**src/rtl/tile_mem_l15_bridge_pkg.sv**
```systemverilog
// Shared encodings and helpers for the multi-initiator L1.5 bridge.
package tile_l15_pkg;

    localparam int PHY_ADDR_WIDTH = 40;

    typedef enum logic [4:0] {
        LOAD_RQ  = 5'd0,
        STORE_RQ = 5'd1
    } rqtype_e;

    typedef enum logic [3:0] {
        LOAD_RET = 4'd0,
        ST_ACK   = 4'd4
    } rettype_e;

    typedef enum logic [2:0] {
        SIZE_1B = 3'd1,
        SIZE_2B = 3'd2,
        SIZE_4B = 3'd3
    } size_e;

    typedef enum logic [2:0] {
        IDLE,
        DECODE,
        REQ,
        WAIT,
        DONE
    } state_e;

    typedef struct packed {
        logic       legal;
        logic       load;
        size_e      size;
        logic [1:0] offset;
    } strb_dec_t;

    function automatic logic [31:0] bswap32(input logic [31:0] w);
        return {w[7:0], w[15:8], w[23:16], w[31:24]};
    endfunction

    // Only naturally aligned 1/2/4-byte accesses map onto an L1.5 size.
    function automatic strb_dec_t decode_strb(input logic [3:0] s);
        strb_dec_t d;
        d.legal  = 1'b1;
        d.load   = (s == 4'b0000);
        d.size   = SIZE_4B;
        d.offset = 2'd0;
        case (s)
            4'b0000, 4'b1111: d.offset = 2'd0;
            4'b0011: d.size = SIZE_2B;
            4'b1100: begin d.size = SIZE_2B; d.offset = 2'd2; end
            4'b0001: d.size = SIZE_1B;
            4'b0010: begin d.size = SIZE_1B; d.offset = 2'd1; end
            4'b0100: begin d.size = SIZE_1B; d.offset = 2'd2; end
            4'b1000: begin d.size = SIZE_1B; d.offset = 2'd3; end
            default: d.legal = 1'b0;
        endcase
        return d;
    endfunction

endpackage

```
**src/rtl/tile_mem_l15_bridge_if.sv**
```systemverilog
// L1.5 transducer request/response channel; master is the bridge side.
interface tile_mem_l15_bridge_if;
    import tile_l15_pkg::*;

    logic                      transducer_l15_val;
    logic [4:0]                transducer_l15_rqtype;
    logic [2:0]                transducer_l15_size;
    logic [PHY_ADDR_WIDTH-1:0] transducer_l15_address;
    logic [63:0]               transducer_l15_data;
    logic                      transducer_l15_nc;
    logic                      transducer_l15_threadid;
    logic                      transducer_l15_prefetch;
    logic                      transducer_l15_invalidate_cacheline;
    logic                      transducer_l15_blockstore;
    logic                      transducer_l15_blockinitstore;
    logic [1:0]                transducer_l15_l1rplway;
    logic [63:0]               transducer_l15_data_next_entry;
    logic [32:0]               transducer_l15_csm_data;
    logic [3:0]                transducer_l15_amo_op;
    logic                      l15_transducer_ack;
    logic                      l15_transducer_val;
    logic [3:0]                l15_transducer_returntype;
    logic [63:0]               l15_transducer_data_0;
    logic                      transducer_l15_req_ack;

    modport master (
        output transducer_l15_val, transducer_l15_rqtype, transducer_l15_size,
               transducer_l15_address, transducer_l15_data, transducer_l15_nc,
               transducer_l15_threadid, transducer_l15_prefetch,
               transducer_l15_invalidate_cacheline, transducer_l15_blockstore,
               transducer_l15_blockinitstore, transducer_l15_l1rplway,
               transducer_l15_data_next_entry, transducer_l15_csm_data,
               transducer_l15_amo_op, transducer_l15_req_ack,
        input  l15_transducer_ack, l15_transducer_val, l15_transducer_returntype,
               l15_transducer_data_0
    );

    modport slave (
        input  transducer_l15_val, transducer_l15_rqtype, transducer_l15_size,
               transducer_l15_address, transducer_l15_data, transducer_l15_nc,
               transducer_l15_threadid, transducer_l15_prefetch,
               transducer_l15_invalidate_cacheline, transducer_l15_blockstore,
               transducer_l15_blockinitstore, transducer_l15_l1rplway,
               transducer_l15_data_next_entry, transducer_l15_csm_data,
               transducer_l15_amo_op, transducer_l15_req_ack,
        output l15_transducer_ack, l15_transducer_val, l15_transducer_returntype,
               l15_transducer_data_0
    );

endinterface

```
**src/rtl/tile_mem_l15_bridge_rr_arbiter.sv**
```systemverilog
// Round-robin arbiter: first requester at or after ptr wins.
module rr_arbiter #(
    parameter int N = 2,
    localparam int IW = (N > 1) ? $clog2(N) : 1
) (
    input  logic [N-1:0]  req,
    input  logic [IW-1:0] ptr,
    output logic [N-1:0]  grant,
    output logic [IW-1:0] idx,
    output logic          any
);

    logic [IW-1:0] cand;

    always_comb begin
        grant = '0;
        idx   = '0;
        any   = 1'b0;
        cand  = '0;
        for (int i = 0; i < N; i++) begin
            cand = IW'((int'(ptr) + i) % N);
            if (!any && req[cand]) begin
                any         = 1'b1;
                grant[cand] = 1'b1;
                idx         = cand;
            end
        end
    end

endmodule

```
**src/rtl/tile_mem_l15_bridge.sv**
```systemverilog
// Arbitrates several valid/ready memory initiators onto one L1.5 channel,
// one request outstanding at a time.
module tile_mem_l15_bridge
    import tile_l15_pkg::*;
#(
    parameter int                    NUM_PORTS  = 2,
    parameter int                    ADDR_WIDTH = 32,
    parameter logic [ADDR_WIDTH-1:0] NC_BASE    = 32'hF000_0000,
    parameter logic [ADDR_WIDTH-1:0] NC_MASK    = 32'hF000_0000
) (
    input  logic                            clk,
    input  logic                            reset,
    input  logic [NUM_PORTS-1:0]            mem_valid,
    input  logic [NUM_PORTS*ADDR_WIDTH-1:0] mem_addr,
    input  logic [NUM_PORTS*32-1:0]         mem_wdata,
    input  logic [NUM_PORTS*4-1:0]          mem_wstrb,
    output logic [NUM_PORTS-1:0]            mem_ready,
    output logic [31:0]                     mem_rdata,
    output logic [NUM_PORTS-1:0]            mem_err,
    tile_mem_l15_bridge_if.master           l15
);

    localparam int IW = (NUM_PORTS > 1) ? $clog2(NUM_PORTS) : 1;

    state_e                 state;
    logic [IW-1:0]          rr_ptr;
    logic [IW-1:0]          gnt_idx;
    logic [NUM_PORTS-1:0]   lat_grant;
    logic [ADDR_WIDTH-1:0]  lat_addr;
    logic [31:0]            lat_wdata;
    logic [3:0]             lat_wstrb;
    logic [NUM_PORTS-1:0]   arb_grant;
    logic [IW-1:0]          arb_idx;
    logic                   arb_any;
    strb_dec_t              dec;
    logic [31:0]            resp_word;
    logic                   resp_match;

    rr_arbiter #(.N(NUM_PORTS)) u_arb (
        .req   (mem_valid),
        .ptr   (rr_ptr),
        .grant (arb_grant),
        .idx   (arb_idx),
        .any   (arb_any)
    );

    assign dec        = decode_strb(lat_wstrb);
    assign resp_word  = lat_addr[2] ? l15.l15_transducer_data_0[31:0]
                                    : l15.l15_transducer_data_0[63:32];
    assign resp_match = dec.load ? (l15.l15_transducer_returntype == LOAD_RET)
                                 : (l15.l15_transducer_returntype == ST_ACK);

    // Every response, solicited or not, is consumed in the cycle it arrives.
    assign l15.transducer_l15_req_ack              = l15.l15_transducer_val & ~reset;
    assign l15.transducer_l15_threadid             = 1'b0;
    assign l15.transducer_l15_prefetch             = 1'b0;
    assign l15.transducer_l15_invalidate_cacheline = 1'b0;
    assign l15.transducer_l15_blockstore           = 1'b0;
    assign l15.transducer_l15_blockinitstore       = 1'b0;
    assign l15.transducer_l15_l1rplway             = 2'd0;
    assign l15.transducer_l15_data_next_entry      = 64'd0;
    assign l15.transducer_l15_csm_data             = 33'd0;
    assign l15.transducer_l15_amo_op               = 4'd0;

    always_ff @(posedge clk) begin
        if (reset) begin
            state                      <= IDLE;
            rr_ptr                     <= '0;
            gnt_idx                    <= '0;
            lat_grant                  <= '0;
            lat_addr                   <= '0;
            lat_wdata                  <= '0;
            lat_wstrb                  <= '0;
            mem_ready                  <= '0;
            mem_rdata                  <= '0;
            mem_err                    <= '0;
            l15.transducer_l15_val     <= 1'b0;
            l15.transducer_l15_rqtype  <= '0;
            l15.transducer_l15_size    <= '0;
            l15.transducer_l15_address <= '0;
            l15.transducer_l15_data    <= '0;
            l15.transducer_l15_nc      <= 1'b0;
        end else begin
            mem_ready <= '0;
            unique case (state)
                IDLE: begin
                    if (arb_any) begin
                        gnt_idx   <= arb_idx;
                        lat_grant <= arb_grant;
                        lat_addr  <= mem_addr[int'(arb_idx)*ADDR_WIDTH +: ADDR_WIDTH];
                        lat_wdata <= mem_wdata[int'(arb_idx)*32 +: 32];
                        lat_wstrb <= mem_wstrb[int'(arb_idx)*4 +: 4];
                        state     <= DECODE;
                    end
                end
                DECODE: begin
                    if (dec.legal) begin
                        l15.transducer_l15_val     <= 1'b1;
                        l15.transducer_l15_rqtype  <= dec.load ? LOAD_RQ : STORE_RQ;
                        l15.transducer_l15_size    <= dec.size;
                        l15.transducer_l15_address <=
                            PHY_ADDR_WIDTH'({lat_addr[ADDR_WIDTH-1:2], dec.offset});
                        l15.transducer_l15_data    <= {2{bswap32(lat_wdata)}};
                        l15.transducer_l15_nc      <= ((lat_addr & NC_MASK) == NC_BASE);
                        state                      <= REQ;
                    end else begin
                        // Illegal strobes complete locally and never reach the L1.5.
                        mem_err   <= mem_err | lat_grant;
                        mem_ready <= lat_grant;
                        mem_rdata <= '0;
                        state     <= DONE;
                    end
                end
                REQ: begin
                    if (l15.l15_transducer_ack) begin
                        l15.transducer_l15_val <= 1'b0;
                        state                  <= WAIT;
                    end
                end
                WAIT: begin
                    if (l15.l15_transducer_val && resp_match) begin
                        mem_rdata <= dec.load ? bswap32(resp_word) : 32'd0;
                        mem_ready <= lat_grant;
                        state     <= DONE;
                    end
                end
                DONE: begin
                    rr_ptr <= (gnt_idx == IW'(NUM_PORTS - 1)) ? '0 : gnt_idx + 1'b1;
                    state  <= IDLE;
                end
                default: state <= IDLE;
            endcase
        end
    end

endmodule

```
**src/flat_wrapper.sv**
```systemverilog
// flat-port wrapper written by rule: the top's interface ports become plain ports
module tile_mem_l15_bridge_flat import tile_l15_pkg::*;
#(
    parameter int                    NUM_PORTS  = 2,
    parameter int                    ADDR_WIDTH = 32,
    parameter logic [ADDR_WIDTH-1:0] NC_BASE    = 32'hF000_0000,
    parameter logic [ADDR_WIDTH-1:0] NC_MASK    = 32'hF000_0000
)
  (clk, reset, mem_valid, mem_addr, mem_wdata, mem_wstrb, mem_ready, mem_rdata, mem_err, l15_transducer_l15_val, l15_transducer_l15_rqtype, l15_transducer_l15_size, l15_transducer_l15_address, l15_transducer_l15_data, l15_transducer_l15_nc, l15_transducer_l15_threadid, l15_transducer_l15_prefetch, l15_transducer_l15_invalidate_cacheline, l15_transducer_l15_blockstore, l15_transducer_l15_blockinitstore, l15_transducer_l15_l1rplway, l15_transducer_l15_data_next_entry, l15_transducer_l15_csm_data, l15_transducer_l15_amo_op, l15_transducer_l15_req_ack, l15_l15_transducer_ack, l15_l15_transducer_val, l15_l15_transducer_returntype, l15_l15_transducer_data_0);
  tile_mem_l15_bridge_if l15_i ();
  input  logic clk;
  input  logic reset;
  input  logic [NUM_PORTS-1:0] mem_valid;
  input  logic [NUM_PORTS*ADDR_WIDTH-1:0] mem_addr;
  input  logic [NUM_PORTS*32-1:0] mem_wdata;
  input  logic [NUM_PORTS*4-1:0] mem_wstrb;
  output logic [NUM_PORTS-1:0] mem_ready;
  output logic [31:0] mem_rdata;
  output logic [NUM_PORTS-1:0] mem_err;
  output wire logic [$bits(l15_i.transducer_l15_val)-1:0] l15_transducer_l15_val;
  output wire logic [$bits(l15_i.transducer_l15_rqtype)-1:0] l15_transducer_l15_rqtype;
  output wire logic [$bits(l15_i.transducer_l15_size)-1:0] l15_transducer_l15_size;
  output wire logic [$bits(l15_i.transducer_l15_address)-1:0] l15_transducer_l15_address;
  output wire logic [$bits(l15_i.transducer_l15_data)-1:0] l15_transducer_l15_data;
  output wire logic [$bits(l15_i.transducer_l15_nc)-1:0] l15_transducer_l15_nc;
  output wire logic [$bits(l15_i.transducer_l15_threadid)-1:0] l15_transducer_l15_threadid;
  output wire logic [$bits(l15_i.transducer_l15_prefetch)-1:0] l15_transducer_l15_prefetch;
  output wire logic [$bits(l15_i.transducer_l15_invalidate_cacheline)-1:0] l15_transducer_l15_invalidate_cacheline;
  output wire logic [$bits(l15_i.transducer_l15_blockstore)-1:0] l15_transducer_l15_blockstore;
  output wire logic [$bits(l15_i.transducer_l15_blockinitstore)-1:0] l15_transducer_l15_blockinitstore;
  output wire logic [$bits(l15_i.transducer_l15_l1rplway)-1:0] l15_transducer_l15_l1rplway;
  output wire logic [$bits(l15_i.transducer_l15_data_next_entry)-1:0] l15_transducer_l15_data_next_entry;
  output wire logic [$bits(l15_i.transducer_l15_csm_data)-1:0] l15_transducer_l15_csm_data;
  output wire logic [$bits(l15_i.transducer_l15_amo_op)-1:0] l15_transducer_l15_amo_op;
  output wire logic [$bits(l15_i.transducer_l15_req_ack)-1:0] l15_transducer_l15_req_ack;
  input wire logic [$bits(l15_i.l15_transducer_ack)-1:0] l15_l15_transducer_ack;
  input wire logic [$bits(l15_i.l15_transducer_val)-1:0] l15_l15_transducer_val;
  input wire logic [$bits(l15_i.l15_transducer_returntype)-1:0] l15_l15_transducer_returntype;
  input wire logic [$bits(l15_i.l15_transducer_data_0)-1:0] l15_l15_transducer_data_0;
  assign l15_transducer_l15_val = l15_i.transducer_l15_val;
  assign l15_transducer_l15_rqtype = l15_i.transducer_l15_rqtype;
  assign l15_transducer_l15_size = l15_i.transducer_l15_size;
  assign l15_transducer_l15_address = l15_i.transducer_l15_address;
  assign l15_transducer_l15_data = l15_i.transducer_l15_data;
  assign l15_transducer_l15_nc = l15_i.transducer_l15_nc;
  assign l15_transducer_l15_threadid = l15_i.transducer_l15_threadid;
  assign l15_transducer_l15_prefetch = l15_i.transducer_l15_prefetch;
  assign l15_transducer_l15_invalidate_cacheline = l15_i.transducer_l15_invalidate_cacheline;
  assign l15_transducer_l15_blockstore = l15_i.transducer_l15_blockstore;
  assign l15_transducer_l15_blockinitstore = l15_i.transducer_l15_blockinitstore;
  assign l15_transducer_l15_l1rplway = l15_i.transducer_l15_l1rplway;
  assign l15_transducer_l15_data_next_entry = l15_i.transducer_l15_data_next_entry;
  assign l15_transducer_l15_csm_data = l15_i.transducer_l15_csm_data;
  assign l15_transducer_l15_amo_op = l15_i.transducer_l15_amo_op;
  assign l15_transducer_l15_req_ack = l15_i.transducer_l15_req_ack;
  assign l15_i.l15_transducer_ack = l15_l15_transducer_ack;
  assign l15_i.l15_transducer_val = l15_l15_transducer_val;
  assign l15_i.l15_transducer_returntype = l15_l15_transducer_returntype;
  assign l15_i.l15_transducer_data_0 = l15_l15_transducer_data_0;
  tile_mem_l15_bridge #(.NUM_PORTS(NUM_PORTS), .ADDR_WIDTH(ADDR_WIDTH), .NC_BASE(NC_BASE), .NC_MASK(NC_MASK)) u_core (.clk(clk), .reset(reset), .mem_valid(mem_valid), .mem_addr(mem_addr), .mem_wdata(mem_wdata), .mem_wstrb(mem_wstrb), .mem_ready(mem_ready), .mem_rdata(mem_rdata), .mem_err(mem_err), .l15(l15_i));
endmodule
```
**config.mk**
```make
export PLATFORM = sky130hd
export DESIGN_NAME = tile_mem_l15_bridge_flat
export DESIGN_NICKNAME = d
export VERILOG_FILES = /design/src/rtl/tile_mem_l15_bridge_pkg.sv /design/src/rtl/tile_mem_l15_bridge_if.sv /design/src/rtl/tile_mem_l15_bridge_rr_arbiter.sv /design/src/rtl/tile_mem_l15_bridge.sv /design/src/flat_wrapper.sv
export SDC_FILE = /design/constraint.sdc
export NUM_CORES = 1
export LEC_CHECK = 0
export ABC_AREA = 1
export BUFFER_PORTS_ARGS = -buffer_cell sky130_fd_sc_hd__buf_4
export CAP_MARGIN = 15
export CORE_AREA = 2 2 182 184
export DETAILED_ROUTE_END_ITERATION = 10
export DIE_AREA = 0 0 184 186
export PLACE_DENSITY = 0.59
export SYNTH_ARGS = -nofsm -noshare
export SYNTH_HDL_FRONTEND = slang
export SYNTH_HIERARCHICAL = 1
export SYNTH_SLANG_ARGS = --single-unit
```
**constraint.sdc**
```tcl
create_clock -name clk -period 1.8 [get_ports clk]
set_input_delay 0.09 -clock clk [delete_from_list [all_inputs] [get_ports clk]]
set_output_delay 0.09 -clock clk [all_outputs]
set_load 0.02 [all_outputs]
```
==> results of run 1 <==
-- power groups by stage --
stage	Clock, uW	Sequential [uW]	Combinational [uW]
floorplan	0	7040	5770
global placement	0	6310	9510
detailed placement	0	6360	9580
CTS	4060	6290	9620
global route	4210	6460	10500
finish	3900	6260	9540
-- worst max-delay path by stage --
stage	start	to	slack (ns)	cells after the start
final	u_core/rr_ptr	u_core/lat_addr[2]	0.14	6
after global routing	u_core/lat_wstrb[1]	u_core/l15.transducer_l15_address[14]	0.004	10
after CTS	u_core/rr_ptr	u_core/lat_wstrb[0]	0.04	8
after detailed placement	u_core/rr_ptr	u_core/lat_wstrb[3]	-0.09	7
after global placement	u_core/rr_ptr	u_core/lat_wstrb[3]	-0.08	7
after floorplan	u_core/rr_ptr	u_core/lat_addr[2]	0.17	7
-- state kept, by name (all words and copies together) (netlist names) --
register	count
u_core/mem_rdata	32
u_core/l15.transducer_l15_nc	1
u_core/l15.transducer_l15_address	32
u_core/lat_grant	2
u_core/gnt_idx	1
u_core/lat_wdata	32
u_core/l15.transducer_l15_size	2
u_core/lat_addr	30
u_core/state	3
u_core/lat_wstrb	4
u_core/l15.transducer_l15_rqtype	1
u_core/mem_err	2
u_core/l15.transducer_l15_data	32
u_core/rr_ptr	1
u_core/l15.transducer_l15_val	1
u_core/mem_ready	2
-- cell type report --
cell class	count	area (sq um)	area share (%)
clock inverters	15	191	1.60
repair buffers	372	2970	24.8
inverters	93	355	2.96
flip-flops and latches	178	3560	29.7
well taps	408	510	4.26
multi-input cells	740	3970	33.1
clock buffers	17	425	3.55
-- cells in the final DEF (no fill, tap or decap), types with 2 or more instances in the layout --
master and count:
bufinv_16 2, buf_4 353, a21oi_2 31, buf_6 2, buf_12 13, mux2_2 58, nor2_4 2, dlygate4sd3_1 4
inv_2 3, clkbuf_16 17, nand3_1 37, o21ai_1 20, nand2_2 2, clkinv_2 2, inv_1 87, inv_8 6
a211oi_1 13, nor2_1 41, clkinv_4 2, nor3_1 3, a21oi_1 128, nand4_1 32, dfxtp_1 177, nor2_2 4
inv_6 3, nand2_1 130, o21ai_0 108, conb_1 121, a211oi_2 3
-- metal layers --
layer  share of wire [%]  global-route usage, %  up-vias
met5                   0                      0        -
li1                    -                      -     4005
met4                0.75                   3.46        0
met3                 6.7                   3.56        8
met1                  42                   17.0     3563
met2                  51                   25.3      279
-- critical path, delay by kind of cell (launching register included) --
family | cells | cell delay [ns]
and+or+nand+nor | 2 | 0.22
buffers and inverters | 1 | 0.24
DFF | 1 | 0.39
muxes | 1 | 0.38
AOI/OAI and AO/OA | 2 | 0.25
-- through the flow --
stage | area (sq um) | total power, uW | TNS (ns) | instances
2_1_floorplan | 9380 | 12800 | 0 | 1243
3_3_place_gp | 11300 | 15800 | -0.112 | 1787
3_5_place_dp | 11300 | 15900 | -0.172 | 1787
4_1_cts | 12000 | 20000 | 0 | 1823
5_1_grt | 12000 | 21100 | 0 | 1823
6_report | 12000 | 19700 | 0 | 1823
-- cells by family after synthesis --
group	Yosys count	synth area share (%)
AND/OR/NAND/NOR	257	12.7
AO/OA/AOI/OAI	304	18.8
multiplexers	58	7.31
flip-flops	178	39.9
other	1	0.0420
buffers and inverters	325	21.2
-- repair_timing --
action                     in CTS  in global routing
setup endpoints to repair       3                 88
hold endpoints to repair        4                  0
hold buffers                    4                  0
pin swaps                       0                  0
gates resized for setup         3                  7
gates cloned                    0                  0
==> impl_metrics.tcl, run 1 <==
set metrics [dict create \
    outcome "complete, no violations" \
    post_synth_edffs 0 \
    first_global_vias 7136 \
    power.internal_uw 11200 \
    finalSetupViolCount 0 \
    max-clock-path-buffers 2 \
    global_route.usage.total_pct 14.2 \
    starting_density_of_the_core_pct 27.7 \
    finish.net_count 1612 \
    worst_setup_path_end_kind "flop" \
    place.port_buffers 343 \
    power.share.switching_pct 43.3 \
    proportion_of_synthesized_flip_flops_having_asynchronous_set_or_reset_pct 0 \
    pwr-share-clk_pct 19.8 \
    fin_crit_sh_pct 92.0 \
    reg2reg_depth 6 \
    slew-limit-headroom_pct 65.3 \
    yosys_register_bits 178 \
    tritoncts_clock_tree "yes" \
    reg2reg_slack_ns 0.14 \
    fp.coreArea_sq_um 32200 \
    chipWidth_um 184 \
    design.portCount 469 \
    hold_path_startpoint "reset" \
    detail_route.wl_per_cell_um 14.0 \
    layout_fillers 3359 \
    area_growth_syn_to_layout_pct 34.2 \
    yosysMostFrequentCell "dfxtp_1" \
    rr_endpoint "u_core/lat_addr[2]" \
    power.share.sequential_pct 31.8 \
    synthesis.instances 1123 \
    synth-warning-count 6 \
    yosys.cell_types.count 30 \
    mappedNetlistArea_sq_um 8930 \
    unrepaired_setup_endpoints_after_global_routing "no" \
    worst_slack_ns 0.144 \
    worst_ep_arrival_time_ns 1.96 \
    n_diodes 0 \
    cp.required_ns 2.11 \
    cp_cell_sequence "nor2_2 -> nor2_4 -> buf_12 -> mux2_2 -> o21ai_0 -> a21oi_1" \
    synth_flop_cell "dfxtp_1" \
    crit_path_max_fanout 47 \
    cp_slowest_stage_delay_ns 0.39 \
    clock_insertion_delay_worst_skew_ns 0.43 \
    min-delay-path-class "primary input to flop" \
    synth.top_cell.area_share_pct 39.9 \
    drt_drc_violations_left 0 \
    tritoncts.num_buffers 17 \
    largest_net_degree_at_the_start_of_global_routing 99 \
    clock-root-buffer "clkbuf_16" \
    detail_route.iter0.violations 272 \
    worstMarginPinSlew_ns 0.516 \
    power.static_leakage_uw 0.00548 \
    die_area_sq_um 34200 \
    p_comb_share_pct 48.4 \
    rows 66 \
    final_core_util_pct 37.2 \
    min_delay_worst_endpoint "u_core/state[2]" \
    ctsHtreeMaxLevel 4 \
    chipHeight_um 186 \
    routed_wl_um 25500 \
    post-dp-hpwl_um 18900 \
    power_per_cell_area_nw_per_um2 1640 \
    gp_congestion 0.766 \
    clock_skew_ns 0.0149 \
    route.detailed.vias_per_inst 4.31 \
    detailedRoute.firstPassIterationCount 4 \
    holdWs_ns 0.0197 \
    number_of_antenna_violations_at_the_first_check_in_global_routing 0 \
    worst_path_max_delay_cell "dfxtp_1" \
    finalHoldViolCount 0 \
    worstSetupPathType "flop to flop" \
    num_vias 7855 \
    worstHoldPathCells 2 \
    max_freq_ghz 0.604 \
    p_switching_uw 8530 \
    grt_first_pass_wirelength_um 37800 \
    critPathLaunchType "flop" \
    ir_drop_mv 0.772 \
    grt_remaining_overflow 0 \
    synth.yosys.seq_area_share_pct 39.9 \
    drive_above_1_share_pct 36.0 \
    slew_viol_final 0 \
    reg2reg_from "u_core/rr_ptr" \
    most_instantiated_cells_after_synthesis "dfxtp_1, buf_4, nand2_1" \
    min_period_ns 1.66 \
    path_clk_slew_ns 0.08 \
    yosysTopAreaCell "dfxtp_1" \
    preCtsSetupSlack_ns -0.0913 \
    max_cap_violations 0 \
    post_cts.repair.setup_buffers 0 \
    synth_area_leaders "dfxtp_1, buf_4, mux2_2" \
    drt.antenna.violating_nets 0 \
    clock_sink_count 178 \
    post_synth.cell_area_avg_sq_um 7.95 \
]
Note: power is estimated with default switching activity, not from simulation.
==> run 2, diff against run 1 <==
--- a/config.mk
+++ b/config.mk
@@ -12,6 +12,7 @@
 export DETAILED_ROUTE_END_ITERATION = 10
 export DIE_AREA = 0 0 184 186
 export PLACE_DENSITY = 0.59
+export REMOVE_ABC_BUFFERS = 1
 export SYNTH_ARGS = -nofsm -noshare
 export SYNTH_HDL_FRONTEND = slang
 export SYNTH_HIERARCHICAL = 1
==> run 2 against run 1 <==
Effect of this change:
- die area unchanged
- largest power group unchanged
- final cell count increased by 0.49%
- total power decreased by 0.52%
- register-to-register slack about the same
- clock power decreased by 6.7%
- critical path type unchanged
- via count about the same
==> impl_metrics.tcl, run 2 (synthesis results as in run 1) <==
set metrics [dict create \
    outcome "complete, no violations" \
    first_global_vias 7166 \
    power.static_leakage_uw 0.00550 \
    min-delay-path-class "primary input to flop" \
    design.portCount 469 \
    preCtsSetupSlack_ns 0.0761 \
    crit_path_max_fanout 10 \
    chipWidth_um 184 \
    worst_slack_ns 0.150 \
    fp.coreArea_sq_um 32200 \
    critPathLaunchType "flop" \
    clock_insertion_delay_worst_skew_ns 0.43 \
    max-clock-path-buffers 2 \
    area_growth_syn_to_layout_pct 34.6 \
    clock_skew_ns 0.00926 \
    finalSetupViolCount 0 \
    detailedRoute.firstPassIterationCount 6 \
    num_vias 7848 \
    slew_viol_final 0 \
    grt_first_pass_wirelength_um 36200 \
    clock_sink_count 178 \
    worst_setup_path_end_kind "flop" \
    drt_drc_violations_left 0 \
    fin_crit_sh_pct 91.7 \
    ctsHtreeMaxLevel 4 \
    finalHoldViolCount 0 \
    post-dp-hpwl_um 18000 \
    starting_density_of_the_core_pct 27.7 \
    finish.net_count 1621 \
    worst_ep_arrival_time_ns 1.96 \
    drt.antenna.violating_nets 0 \
    layout_common_cells "buf_4, dfxtp_1, nand2_1" \
    layout.cells.most_common "buf_4" \
    min_period_ns 1.65 \
    worstSetupPathType "flop to flop" \
    gp_congestion 0.774 \
    grt_remaining_overflow 0 \
    drive_above_1_share_pct 36.0 \
    clock-root-buffer "clkbuf_16" \
    max_freq_ghz 0.606 \
    place.port_buffers 343 \
    power_per_cell_area_nw_per_um2 1630 \
    layout_fillers 3356 \
    die_area_sq_um 34200 \
    ir_drop_mv 0.734 \
    detail_route.iter0.violations 221 \
    largest_net_degree_at_the_start_of_global_routing 81 \
    rows 66 \
    detail_route.wl_per_cell_um 13.5 \
    max_cap_violations 0 \
    n_diodes 0 \
    number_of_antenna_violations_at_the_first_check_in_global_routing 0 \
    route.detailed.vias_per_inst 4.28 \
    global_route.usage.total_pct 13.5 \
    tritoncts_clock_tree "yes" \
    cp.required_ns 2.11 \
    unrepaired_setup_endpoints_after_global_routing "no" \
    tritoncts.num_buffers 17 \
    chipHeight_um 186 \
    fin_total_pwr_uw 19600 \
    routed_wl_um 24700 \
    path_clk_slew_ns 0.08 \
    final_core_util_pct 37.3 \
    totalNegativeSetupSlack_ns 0 \
]
run 2: changes by cell type in the layout (fill, tap and decap cells not counted), sizes merged:
cell	before	now
buf	368	374
bufinv	2	0
clkbuf	17	19
dlygate4sd3	4	6
clkinvlp	1	2
run 2: power breakdown:
group	internal (uW)	switching, uW
clock network	1880	1770
registers	5460	740
logic	3730	6020
total	11100	8530
run 2: worst paths after layout:
| kind | end | slack (ns) | start | depth (start not counted) |
|---|---|---|---|---|
| max | u_core/lat_wstrb[2] | 0.15 | u_core/rr_ptr | 9 |
| min | u_core/lat_addr[12] | 0.04 | mem_addr[12] | 4 |
| max reg2reg | u_core/lat_wstrb[2] | 0.15 | u_core/rr_ptr | 9 |
| min reg2reg | u_core/rr_ptr | 0.43 | u_core/gnt_idx | 1 |
run 2: critical path: stages (launching register included):
cell,delay (ns)
dfxtp_1,0.35
nor2_2,0.22
nor2_1,0.06
nand2_1,0.11
nand3_4,0.10
buf_12,0.17
buf_4,0.14
a211oi_1,0.17
buf_4,0.16
a211oi_1,0.04
run 2: per-stage QoR:
stage / instance area, sq um / std cells / hold WS [ns]
after detailed placement: 11300 / 1787 / 0.428
after global routing: 12000 / 1832 / 0.0286
after CTS: 11900 / 1825 / 0.00999
after floorplan: 7840 / 1011 / 0.159
after global placement: 11300 / 1787 / 0.420
final: 12000 / 1832 / 0.0419
run 2: cell type report:
class | instances | area (sq um) | area share (%)
Clock inverter | 14 | 138 | 1.15
Sequential cell | 178 | 3560 | 29.6
Inverter | 93 | 353 | 2.94
Clock buffer | 18 | 439 | 3.65
Multi-Input combinational cell | 740 | 3950 | 32.9
Timing Repair Buffer | 381 | 3060 | 25.5
Tap cell | 408 | 510 | 4.25
run 2: layer usage:
metal	share of wire (%)	track usage (%)	wire length, um
met3	8.6	4.54	2130
met1	41	15.6	10200
met5	0	0	0
met2	49	23.9	12200
met4	0.88	3.46	218
run 2: repair_timing:
item,CTS,global route
endpoints found under the hold margin,6,0
endpoints found under the setup margin,0,26
hold buffers,6,0
setup buffers,0,6
gates resized for setup,0,1
==> run 3, diff against run 2 <==
--- a/config.mk
+++ b/config.mk
@@ -9,6 +9,7 @@
 export BUFFER_PORTS_ARGS = -buffer_cell sky130_fd_sc_hd__buf_4
 export CAP_MARGIN = 15
 export CORE_AREA = 2 2 182 184
+export CTS_BUF_LIST = sky130_fd_sc_hd__clkbuf_8
 export DETAILED_ROUTE_END_ITERATION = 10
 export DIE_AREA = 0 0 184 186
 export PLACE_DENSITY = 0.59
==> run 3 against run 2 <==
Effect of this change:
- sequential power about the same
- setup slack got worse by 0.022 ns
- highest routed layer unchanged
- die area unchanged
- sequential share of layout area decreased by 2.9 points
==> impl_metrics.tcl, run 3 (synthesis results as in run 1) <==
set metrics [dict create \
    layout_common_cells "buf_4, dfxtp_1, dlygate4sd3_1" \
    power.share.sequential_pct 32.2 \
    p_comb_share_pct 53.7 \
    detail_route.wl_per_cell_um 13.4 \
    drt_drc_violations_left 0 \
    tritoncts.num_buffers 17 \
    cp_top_family "simple AND/OR/NAND/NOR gates" \
    grt_first_pass_wirelength_um 39400 \
    area_growth_syn_to_layout_pct 48.9 \
    power_per_cell_area_nw_per_um2 1450 \
    worst_ep_arrival_time_ns 2.02 \
    slew_viol_final 0 \
    ir_drop_mv 0.755 \
    power.share.switching_pct 44.4 \
    power.static_leakage_uw 0.00603 \
    post-dp-hpwl_um 18000 \
    critPathCapture "u_core/lat_wstrb[2]" \
    first_global_vias 7910 \
    max-clock-path-buffers 2 \
    global_route.usage.total_pct 14.5 \
    clock-root-buffer "clkbuf_8" \
    worst_slack_ns 0.128 \
    n_diodes 0 \
    placed_cells 1787 \
    max_cap_violations 0 \
    max_freq_ghz 0.598 \
    design.portCount 469 \
    ctsHtreeMaxLevel 4 \
    min_period_ns 1.67 \
    num_vias 8502 \
    chipWidth_um 184 \
    clock_insertion_delay_worst_skew_ns 0.47 \
    cp_slowest_stage_delay_ns 0.36 \
    largest_net_degree_at_the_start_of_global_routing 81 \
    drt.antenna.violating_nets 0 \
    gp_congestion 0.774 \
    tritoncts_clock_tree "yes" \
    finalSetupViolCount 0 \
    routed_wl_um 26600 \
    final_core_util_pct 41.3 \
    power.internal_uw 10700 \
    starting_density_of_the_core_pct 27.7 \
    critPathLaunchType "flop" \
    pwr-share-clk_pct 14.1 \
    place.port_buffers 343 \
    worst_setup_path_end_kind "flop" \
    finish.net_count 1766 \
    totalNegativeSetupSlack_ns 0 \
    cp.required_ns 2.15 \
    unrepaired_setup_endpoints_after_global_routing "no" \
    worstSetupPathType "flop to flop" \
    clock_sink_count 178 \
    drive_above_1_share_pct 32.7 \
    reg2reg_slack_ns 0.13 \
    outcome "complete, no violations" \
    layout.cells.non_filler 1977 \
    worst_path_max_delay_cell "dfxtp_1" \
    chipHeight_um 186 \
    timing.critical_path.from "u_core/rr_ptr" \
    critical_path.n_buffers_inverters 3 \
    rows 66 \
    rr_endpoint "u_core/lat_wstrb[2]" \
    die_area_sq_um 34200 \
    number_of_antenna_violations_at_the_first_check_in_global_routing 0 \
    reg2reg_from "u_core/rr_ptr" \
    path_clk_slew_ns 0.10 \
    finalHoldViolCount 0 \
    reg2reg_depth 9 \
    cp_cell_sequence "nor2_2 -> nor2_1 -> nand2_1 -> nand3_4 -> buf_12 -> buf_4 -> a211oi_1 -> buf_4 -> a211oi_1" \
    clock_skew_ns 0.0144 \
    min-delay-path-class "primary input to flop" \
    grt_remaining_overflow 0 \
    route.detailed.vias_per_inst 4.30 \
    layout.cells.most_common "buf_4" \
    p_switching_uw 8560 \
    detailedRoute.firstPassIterationCount 4 \
    worst-path-stages 9 \
    detail_route.iter0.violations 212 \
    fin_crit_sh_pct 92.9 \
    fp.coreArea_sq_um 32200 \
    crit_path_max_fanout 10 \
    preCtsSetupSlack_ns 0.0761 \
]
## run 3: worst min path at each step
stage               cells after the start                                    end            from  slack, ns
finish                                  4                    u_core/lat_addr[24]    mem_addr[24]       0.03
global route                            4                    u_core/lat_wdata[9]   mem_wdata[41]     0.0005
CTS                                     4                    u_core/lat_addr[24]    mem_addr[24]     0.0008
detailed placement                      1                          u_core/rr_ptr  u_core/gnt_idx       0.43
global placement                        1                          u_core/rr_ptr  u_core/gnt_idx       0.42
floorplan                               1  u_core/l15.transducer_l15_address[30]           reset       0.16
## run 3: per-stage QoR
step	area, sq um	total power, uW	hold WS [ns]
final	13300	19300	0.0286
after global routing	13300	20800	0.000541
after CTS	13200	19000	0.000844
after detailed placement	11300	15700	0.428
after global placement	11300	15600	0.420
after floorplan	7840	9760	0.159
## run 3: final cells by class
type	count	area [sq um]
Fill cell	3150	18900
Multi-Input combinational cell	740	3950
Clock buffer	18	248
Sequential cell	178	3560
Timing Repair Buffer	526	4530
Tap cell	408	510
Inverter	93	353
Clock inverter	14	138
## run 3: what timing repair did
| item | 4_1_cts | 5_1_grt |
|---|---|---|
| hold buffers | 150 | 1 |
| endpoints found under the setup margin | 0 | 53 |
| hold endpoints to repair | 83 | 1 |
| buffers inserted | 0 | 6 |
| resized for setup | 0 | 7 |
## run 3: layer usage
metal / vias to the layer above / wire, um / track usage (%)
met5: - / 0 / 0
met4: 0 / 358 / 3.94
met3: 22 / 2120 / 4.64
met2: 321 / 13200 / 26.1
met1: 3844 / 10900 / 16.3
li1: 4315 / - / -
## run 3: worst reg2reg max path, delay by kind of cell (launching register included)
kind	cells	cell delay, ns
simple gates	4	0.50
compound gates	2	0.22
buf+inv	3	0.48
flops	1	0.36
## run 3: power by group through the flow
stage	sequential, uW	combinational (uW)	clock (uW)
4_1_cts	6220	9960	2840
2_1_floorplan	6900	2860	0
5_1_grt	6410	11300	3010
6_report	6210	10400	2710
3_3_place_gp	6250	9320	0
3_5_place_dp	6290	9430	0
